**src/rtl/pid_pkg.sv**
```systemverilog
// Shared types and fixed-point helpers for the multi-channel PID controller.
// Helpers work on 64-bit signed values so callers can pass any narrower width.
package pid_pkg;

    typedef enum logic [1:0] {IDLE, ERR, MUL, SUM} pid_state_t;

    function automatic int gain_w(input int int_bits, input int frac_bits);
        return int_bits + frac_bits;
    endfunction

    function automatic longint smax(input int w);
        return (longint'(1) <<< (w - 1)) - 1;
    endfunction

    function automatic longint smin(input int w);
        return -(longint'(1) <<< (w - 1));
    endfunction

    function automatic longint clamp(input longint v, input longint lim);
        if (v > lim)
            return lim;
        else if (v < -lim)
            return -lim;
        return v;
    endfunction

    function automatic longint saturate(input longint v, input int w);
        if (v > smax(w))
            return smax(w);
        else if (v < smin(w))
            return smin(w);
        return v;
    endfunction

endpackage

```
**src/rtl/pid_datapath.sv**
```systemverilog
// ERR/MUL/SUM arithmetic for the channel slot currently selected by the top FSM.
// Pipeline registers hold data only; the FSM decides when each stage is captured.
module pid_datapath
    import pid_pkg::*;
#(
    parameter int     PV_WIDTH       = 9,
    parameter int     PID_FRAC_WIDTH = 8,
    parameter int     GAIN_W         = 13,
    parameter int     CONTROL_WIDTH  = 17,
    parameter int     INT_WIDTH      = 16,
    parameter longint INT_LIMIT      = 32767
) (
    input  logic                     clk,
    input  logic                     vld_p0,
    input  logic                     vld_p1,
    input  logic [PV_WIDTH-1:0]      sp,
    input  logic [PV_WIDTH-1:0]      fb,
    input  logic [GAIN_W-1:0]        kp,
    input  logic [GAIN_W-1:0]        ki,
    input  logic [GAIN_W-1:0]        kd,
    input  logic [PV_WIDTH:0]        prev_err,
    input  logic [INT_WIDTH-1:0]     integ,
    input  logic                     hold_hi,
    input  logic                     hold_lo,
    output logic [PV_WIDTH:0]        err_p0,
    output logic [INT_WIDTH-1:0]     integ_p0,
    output logic [CONTROL_WIDTH-1:0] ctrl,
    output logic                     clip_hi,
    output logic                     clip_lo
);

    localparam int P_W = GAIN_W + 1 + ((INT_WIDTH > PV_WIDTH + 2) ? INT_WIDTH : PV_WIDTH + 2);
    localparam int S_W = P_W + 2;

    logic signed [PV_WIDTH:0]    e, e_p0;
    logic signed [PV_WIDTH+1:0]  d, d_p0;
    logic signed [INT_WIDTH-1:0] i_prev, i_new, i_p0;
    logic                        e_pos, e_neg;
    longint                      i_cand;

    // ERR: error, derivative and anti-windup integrator candidate
    assign e      = $signed({1'b0, sp}) - $signed({1'b0, fb});
    assign d      = $signed({e[PV_WIDTH], e}) - $signed({prev_err[PV_WIDTH], prev_err});
    assign i_prev = $signed(integ);
    assign e_neg  = e[PV_WIDTH];
    assign e_pos  = !e[PV_WIDTH] && (e != '0);

    always_comb begin
        i_cand = clamp(64'(i_prev) + 64'(e), INT_LIMIT);
        i_new  = INT_WIDTH'(i_cand);
        if ((hold_hi && e_pos) || (hold_lo && e_neg))
            i_new = i_prev;
    end

    always_ff @(posedge clk) begin
        if (vld_p0) begin
            e_p0 <= e;
            d_p0 <= d;
            i_p0 <= i_new;
        end
    end

    assign err_p0   = e_p0;
    assign integ_p0 = i_p0;

    // MUL: gains are zero-extended so every product is a signed full-precision term
    logic signed [P_W-1:0] pp_p1, pi_p1, pd_p1;

    always_ff @(posedge clk) begin
        if (vld_p1) begin
            pp_p1 <= P_W'($signed({1'b0, kp})) * P_W'(e_p0);
            pi_p1 <= P_W'($signed({1'b0, ki})) * P_W'(i_p0);
            pd_p1 <= P_W'($signed({1'b0, kd})) * P_W'(d_p0);
        end
    end

    // SUM: floor-shift back to integer units, then saturate to the output range
    logic signed [S_W-1:0] s, s_sh;

    assign s       = S_W'(pp_p1) + S_W'(pi_p1) + S_W'(pd_p1);
    assign s_sh    = s >>> PID_FRAC_WIDTH;
    assign ctrl    = CONTROL_WIDTH'(saturate(64'(s_sh), CONTROL_WIDTH));
    assign clip_hi = 64'(s_sh) > smax(CONTROL_WIDTH);
    assign clip_lo = 64'(s_sh) < smin(CONTROL_WIDTH);

endmodule

```
**src/rtl/pid_controller_mc.sv**
```systemverilog
// Time-multiplexed PID controller: one shared datapath visits each channel in turn
// (ERR, MUL, SUM per channel) after a start request, then pulses done.
module pid_controller_mc
    import pid_pkg::*;
#(
    parameter int     N_CH           = 2,
    parameter int     PV_WIDTH       = 9,
    parameter int     PID_FRAC_WIDTH = 8,
    parameter int     GAIN_INT_WIDTH = 5,
    parameter int     CONTROL_WIDTH  = 17,
    parameter int     INT_WIDTH      = 16,
    parameter longint INT_LIMIT      = (longint'(1) <<< (INT_WIDTH - 1)) - 1
) (
    input  logic                                               clk,
    input  logic                                               reset,
    input  logic                                               clk_en,
    input  logic                                               en,
    input  logic                                               start,
    input  logic [N_CH*(GAIN_INT_WIDTH+PID_FRAC_WIDTH)-1:0]    k_p,
    input  logic [N_CH*(GAIN_INT_WIDTH+PID_FRAC_WIDTH)-1:0]    k_i,
    input  logic [N_CH*(GAIN_INT_WIDTH+PID_FRAC_WIDTH)-1:0]    k_d,
    input  logic [N_CH*PV_WIDTH-1:0]                           setpoint,
    input  logic [N_CH*PV_WIDTH-1:0]                           feedback,
    output logic                                               busy,
    output logic                                               done,
    output logic [N_CH*CONTROL_WIDTH-1:0]                      control_signal_out,
    output logic [N_CH-1:0]                                    sat
);

    localparam int GAIN_W = gain_w(GAIN_INT_WIDTH, PID_FRAC_WIDTH);
    localparam int CH_W   = (N_CH > 1) ? $clog2(N_CH) : 1;

    pid_state_t              state_q, state_d;
    logic [CH_W-1:0]         ch_q;
    logic                    done_q, last, accept, clear;

    logic [PV_WIDTH-1:0]      sp_q [N_CH];
    logic [PV_WIDTH-1:0]      fb_q [N_CH];
    logic [GAIN_W-1:0]        kp_q [N_CH];
    logic [GAIN_W-1:0]        ki_q [N_CH];
    logic [GAIN_W-1:0]        kd_q [N_CH];
    logic [INT_WIDTH-1:0]     integ_q [N_CH];
    logic [PV_WIDTH:0]        perr_q [N_CH];
    logic [CONTROL_WIDTH-1:0] ctrl_q [N_CH];
    logic [N_CH-1:0]          sat_q, sat_hi_q, sat_lo_q;

    logic [PV_WIDTH:0]        err_p0;
    logic [INT_WIDTH-1:0]     integ_p0;
    logic [CONTROL_WIDTH-1:0] ctrl;
    logic                     clip_hi, clip_lo;

    assign last   = (ch_q == CH_W'(N_CH - 1));
    assign accept = (state_q == IDLE) && start && en;
    assign clear  = reset || (clk_en && !en);

    always_comb begin
        state_d = state_q;
        case (state_q)
            IDLE:    if (start) state_d = ERR;
            ERR:     state_d = MUL;
            MUL:     state_d = SUM;
            SUM:     state_d = last ? IDLE : ERR;
            default: state_d = IDLE;
        endcase
    end

    always_ff @(posedge clk) begin
        if (clear) begin
            state_q <= IDLE;
            ch_q    <= '0;
            done_q  <= 1'b0;
        end else if (clk_en) begin
            state_q <= state_d;
            done_q  <= (state_q == SUM) && last;
            if (state_q == IDLE)
                ch_q <= '0;
            else if (state_q == SUM && !last)
                ch_q <= ch_q + CH_W'(1);
        end
    end

    // Sample capture: inputs are frozen for the whole sequence
    always_ff @(posedge clk) begin
        if (clk_en && accept) begin
            for (int c = 0; c < N_CH; c++) begin
                sp_q[c] <= setpoint[c*PV_WIDTH +: PV_WIDTH];
                fb_q[c] <= feedback[c*PV_WIDTH +: PV_WIDTH];
                kp_q[c] <= k_p[c*GAIN_W +: GAIN_W];
                ki_q[c] <= k_i[c*GAIN_W +: GAIN_W];
                kd_q[c] <= k_d[c*GAIN_W +: GAIN_W];
            end
        end
    end

    // Per-channel writeback at the end of each channel's SUM cycle
    always_ff @(posedge clk) begin
        if (clear) begin
            for (int c = 0; c < N_CH; c++) begin
                integ_q[c] <= '0;
                perr_q[c]  <= '0;
                ctrl_q[c]  <= '0;
            end
            sat_q    <= '0;
            sat_hi_q <= '0;
            sat_lo_q <= '0;
        end else if (clk_en && state_q == SUM) begin
            integ_q[ch_q]  <= integ_p0;
            perr_q[ch_q]   <= err_p0;
            ctrl_q[ch_q]   <= ctrl;
            sat_hi_q[ch_q] <= clip_hi;
            sat_lo_q[ch_q] <= clip_lo;
            sat_q[ch_q]    <= clip_hi | clip_lo;
        end
    end

    pid_datapath #(
        .PV_WIDTH       (PV_WIDTH),
        .PID_FRAC_WIDTH (PID_FRAC_WIDTH),
        .GAIN_W         (GAIN_W),
        .CONTROL_WIDTH  (CONTROL_WIDTH),
        .INT_WIDTH      (INT_WIDTH),
        .INT_LIMIT      (INT_LIMIT)
    ) u_datapath (
        .clk      (clk),
        .vld_p0   (clk_en && state_q == ERR),
        .vld_p1   (clk_en && state_q == MUL),
        .sp       (sp_q[ch_q]),
        .fb       (fb_q[ch_q]),
        .kp       (kp_q[ch_q]),
        .ki       (ki_q[ch_q]),
        .kd       (kd_q[ch_q]),
        .prev_err (perr_q[ch_q]),
        .integ    (integ_q[ch_q]),
        .hold_hi  (sat_hi_q[ch_q]),
        .hold_lo  (sat_lo_q[ch_q]),
        .err_p0   (err_p0),
        .integ_p0 (integ_p0),
        .ctrl     (ctrl),
        .clip_hi  (clip_hi),
        .clip_lo  (clip_lo)
    );

    for (genvar c = 0; c < N_CH; c++) begin : g_out
        assign control_signal_out[c*CONTROL_WIDTH +: CONTROL_WIDTH] = ctrl_q[c];
    end

    assign sat  = sat_q;
    assign busy = (state_q != IDLE);
    assign done = done_q;

endmodule
```
**config.mk**
```make
export PLATFORM = sky130hd
export DESIGN_NAME = pid_controller_mc
export DESIGN_NICKNAME = d
export VERILOG_FILES = /design/src/rtl/pid_pkg.sv /design/src/rtl/pid_datapath.sv /design/src/rtl/pid_controller_mc.sv
export SDC_FILE = /design/constraint.sdc
export NUM_CORES = 2
export LEC_CHECK = 0
export CAP_MARGIN = 20
export CORE_MARGIN = 3
export CORE_UTILIZATION = 55
export CTS_BUF_LIST = sky130_fd_sc_hd__clkbuf_16
export CTS_CLUSTER_SIZE = 40
export DETAILED_ROUTE_END_ITERATION = 6
export PLACE_DENSITY = 0.78
export SLEW_MARGIN = 20
export SYNTH_ARGS = -nofsm -noshare
export SYNTH_HDL_FRONTEND = slang
export SYNTH_HIERARCHICAL = 1
export SYNTH_SLANG_ARGS = --single-unit
```
**constraint.sdc**
```tcl
create_clock -name clk -period 9.7 [get_ports clk]
set_clock_uncertainty 0.1 [all_clocks]
set_input_delay 0.97 -clock clk [delete_from_list [all_inputs] [get_ports clk]]
set_output_delay 0.97 -clock clk [all_outputs]
set_load 0.05 [all_outputs]
```
==> results.md <==
- The flow ran to the end, and the final reports show no timing, DRC or antenna violations.
- Summing every instance area after synthesis gives 32500 um^2.
- The top achievable clock speed is 0.130 GHz.
- The global-route wire length before repair is 120000 um.
- The count of clock tree sinks is 327.
- For this block, the routed nets add up to 73100 um of wire.
- For this run, global-route usage on met1 was measured as 30.1%.
- The largest area contributor in the netlist is edfxtp_1.
- The vias per cell is 5.45.
- The number of detailed-route iterations in the first pass is 6.
- The detailed placer's ending HPWL is 56200 um.
- The maximum fanout encountered on the critical timing path is 48.
- Routability-driven placement finished with a final weighted congestion of 0.883.
- The cell class contributing the biggest share of worst-path delay is adder cells.
- The worst hold path startpoint is done$_SDFFE_PP0P_.
- The residual antenna-violating net count after detailed routing is 0.
- The type of element launching the critical path is a flop.
- Gates resized during post-CTS repair numbered 0.
- The largest net degree at the start of global routing is 80.
- Across all register-to-register paths, the minimum setup slack is 2.00 ns.
- Counting flops with a built-in enable in the synthesized netlist gives 316.
- The most used flip-flop cell after synthesis is edfxtp_1.
- The static leakage is 0.0164 uW.
- The overall track demand over capacity in global routing is 24.1%.
- The number of levels the H-tree was split into is 2.
- Setup repair after global routing left no endpoint under its margin.
- The via count of the routed design is 21400.
- The violation count after the first detailed-routing iteration is 1280.
- TritonCTS created 38 clock buffers.
- The count of antenna diodes in the layout is 0.
- Cells with a size suffix above 1 make up 6.07% of the layout.
- The worst register-to-register path has a depth of 24.
- Measured against its own limit, the worst slew margin works out to 28.7%.
- The floorplan core area is 58100 um^2.
- The worst path uses 79.4% of the clock period.
- The signal on the critical path passes through mux2_2 > and2_1 > fa_1 > inv_1 > fa_1 > inv_1 > fa_1 > fa_1 > fa_1 > inv_1 > fa_1 > inv_1 > ha_1 > a21oi_1 > o221ai_1 > a31oi_1 > a21oi_1 > a221o_1 > nand3_1 > a21oi_1 > o21a_1 > nor2_1 > o21ai_0 > xor2_1.
- The number of buffer and inverter instances along the worst setup path is 4.
- The horizontal die dimension is 249 um.
- The min-delay analysis places its worst path in the category flop to flop.
- The clock period could shrink to 7.70 ns.
- Overall power consumption after layout is estimated at 7720 uW.
- Yosys printed 6 warnings.
- The cell count after synthesis came out at 3025.
- The leftover overflow at the end of global routing is 0.
- The fraction of met2 tracks used by global routing is 42.1%.
- The floorplan step set the die height to 249 um.
- After routing, the total negative slack on setup checks comes to 0 ns.
- The register bit count reported by yosys is 327.
- The number of buffers added on ports is 156.
- The sequential-to-total area share from yosys stat is 29.9%.
- The data arrival time of the worst path is 7.91 ns.
- Yosys attributes the largest share of cell area to edfxtp_1, fa_1, ha_1.
- After detailed routing, the average wire length per cell comes to 18.6 um.
- From synthesis to final layout, the design area changed by 10.5%.
- The clock-pin slew on the worst setup and hold paths is 0.06 ns.
- The maximum cell stage delay along the critical path is 0.79 ns.
- The setup fix buffers added after clock tree synthesis is 0.
- The peak supply drop is 183 uV.
- The tool flagged a number of max-cap violations equal to 0.
- The endpoint of the worst-slack reg-to-reg timing path is u_datapath/pi_p1[24]$_DFFE_PP_.
- The power density normalized to cell area is 215 nW/um^2.
- The global-route met3 utilization is 4.52%.
- At the worst endpoint, the required time is 9.91 ns.
- The count of cells along the worst hold path is 1.
- The net count reported at finish is 3962.
- The maximum count of clock buffers along a single path is 3.
- On the critical path, the stage with the largest delay is an instance of dfxtp_4.
- After clock tree synthesis, the flow added hold-fix buffers numbering 0.
- The number of antenna violations at the first check in global routing is 2.
- The sort of element at the end of the critical path is a flop.
- The total count of max-transition violations in the final report is 0.
- The critical path is of the flop to flop type.
- The worst-margin pin slew is 1.07 ns.
- The clock tree from TritonCTS is done.
- When the netlist entered floorplanning its net count stood at 3855.
- The top cell type by area accounts for 29.2% of the synthesized area.
- The worst hold path terminates at done$_SDFFE_PP0P_.
- The number of filler instances in the final layout is 4587.
- The synthesized netlist contains 83 unique library cells.
- The average cell area after synthesis is 10.7 um^2.
- inv_1 is the most common cell in the netlist.
- Among the stages of the critical path, the cell type that occurs most often is fa_1.
- The clock latency on the worst-skew pair is 0.58 ns.
- The layer flagged by global routing as most heavily used is met2.
- The total count of hold-check failures in the final report is 0.
- 157 I/O pins were placed.
- The root buffer cell is clkbuf_16.
- By count the netlist is led by inv_1, fa_1, edfxtp_1.
- The DRC violations left is 0.
- The area enclosed by the die boundary is 62100 um^2.
- The number of standard-cell rows in the floorplan is 88.
- Setup violations remaining at the end of the flow were counted as 0.
- The initial core utilization is 55.9%.
- For this run, asynchronously set or reset flops after synthesis account for 0%.
- The via count of the first global-routing pass is 23800.
placed cells by master, fill, tap and decap left out, drive strengths merged, types with 5 or more instances in the layout:
cell type,count
a22o,6
a21o,40
or3,6
nor3,14
nand2,294
nand2b,27
mux2,86
o21bai,24
clkinv,21
o21ai,67
nor2,69
buf,11
xnor2,69
mux2i,6
and2,313
xor2,43
nor2b,14
clkbuf,38
or2,7
nand4,13
inv,586
o211ai,5
nand3,15
clkdlybuf4s50,156
a211oi,6
ha,291
edfxtp,316
o31ai,7
o21a,13
fa,420
a21oi,86
a31oi,12
and3,10
dfxtp,11
area by class of cell:
type / instances / area [um^2] / area share (%)
Tap cell: 765 / 957 / 2.66
Multi-Input combinational cell: 2020 / 20200 / 56.3
Clock inverter: 32 / 269 / 0.749
Sequential cell: 327 / 9710 / 27.0
Inverter: 578 / 2170 / 6.04
Timing Repair Buffer: 167 / 1640 / 4.58
Clock buffer: 38 / 951 / 2.65
power breakdown:
| group | switching, uW | internal (uW) |
|---|---|---|
| clock network | 621 | 785 |
| registers | 45.3 | 1850 |
| logic | 2490 | 1920 |
metal layers:
metal	part of all wire, %	wire, um
met3	6.5	4730
met2	49	36200
met4	3.4	2480
met5	0	0
met1	41	29700
sequential cells by signal (all words and copies together) (netlist names), named ones only:
register	cells
ch_q	1
u_datapath/pp_p1	24
kp_q	26
kd_q	26
sat	2
sat_lo_q	2
done	1
u_datapath/pi_p1	30
ctrl_q	34
perr_q	20
u_datapath/d_p0	11
state_q	2
u_datapath/err_p0	10
sp_q	18
ki_q	26
fb_q	18
u_datapath/integ_p0	16
u_datapath/pd_p1	25
integ_q	32
sat_hi_q	2
how the worst max path moves through the flow:
stage	start	to	slack (ns)	cells after the start
after floorplan	flop	u_datapath/pi_p1[24]$_DFFE_PP_	2.67	29
after global placement	flop	u_datapath/pi_p1[24]$_DFFE_PP_	2.21	26
after detailed placement	flop	u_datapath/pi_p1[24]$_DFFE_PP_	2.06	24
after CTS	flop	u_datapath/pi_p1[24]$_DFFE_PP_	2.03	24
after global routing	flop	u_datapath/pi_p1[24]$_DFFE_PP_	1.68	24
final	flop	u_datapath/pi_p1[24]$_DFFE_PP_	2.00	24
per-stage QoR:
step                      hold WS, ns  instances  instance area, um^2  util, %  setup slack [ns]
after floorplan                 0.343       3025                32500        -              2.67
after global placement          0.342       3857                34700     59.7              2.21
after detailed placement        0.368       3857                34700     59.7              2.06
after CTS                       0.387       3927                35900     61.8              2.03
after global routing            0.410       3927                35900     61.8              1.68
final                           0.383       3927                35900     61.8              2.00
cell families (layout without fill, tap and decap cells):
kind of cell	after synthesis	in the layout	synth area share, %
buffers and inverters	678	815	7.99
muxes	92	92	3.16
DFF	327	327	29.9
adders and majority gates	711	711	37.1
AOI/OAI and AO/OA	298	298	5.94
and+or+nand+nor	807	807	12.9
xor gates and xnor gates	112	112	3.08
No activity file was read; power rests on OpenSTA's default activity.
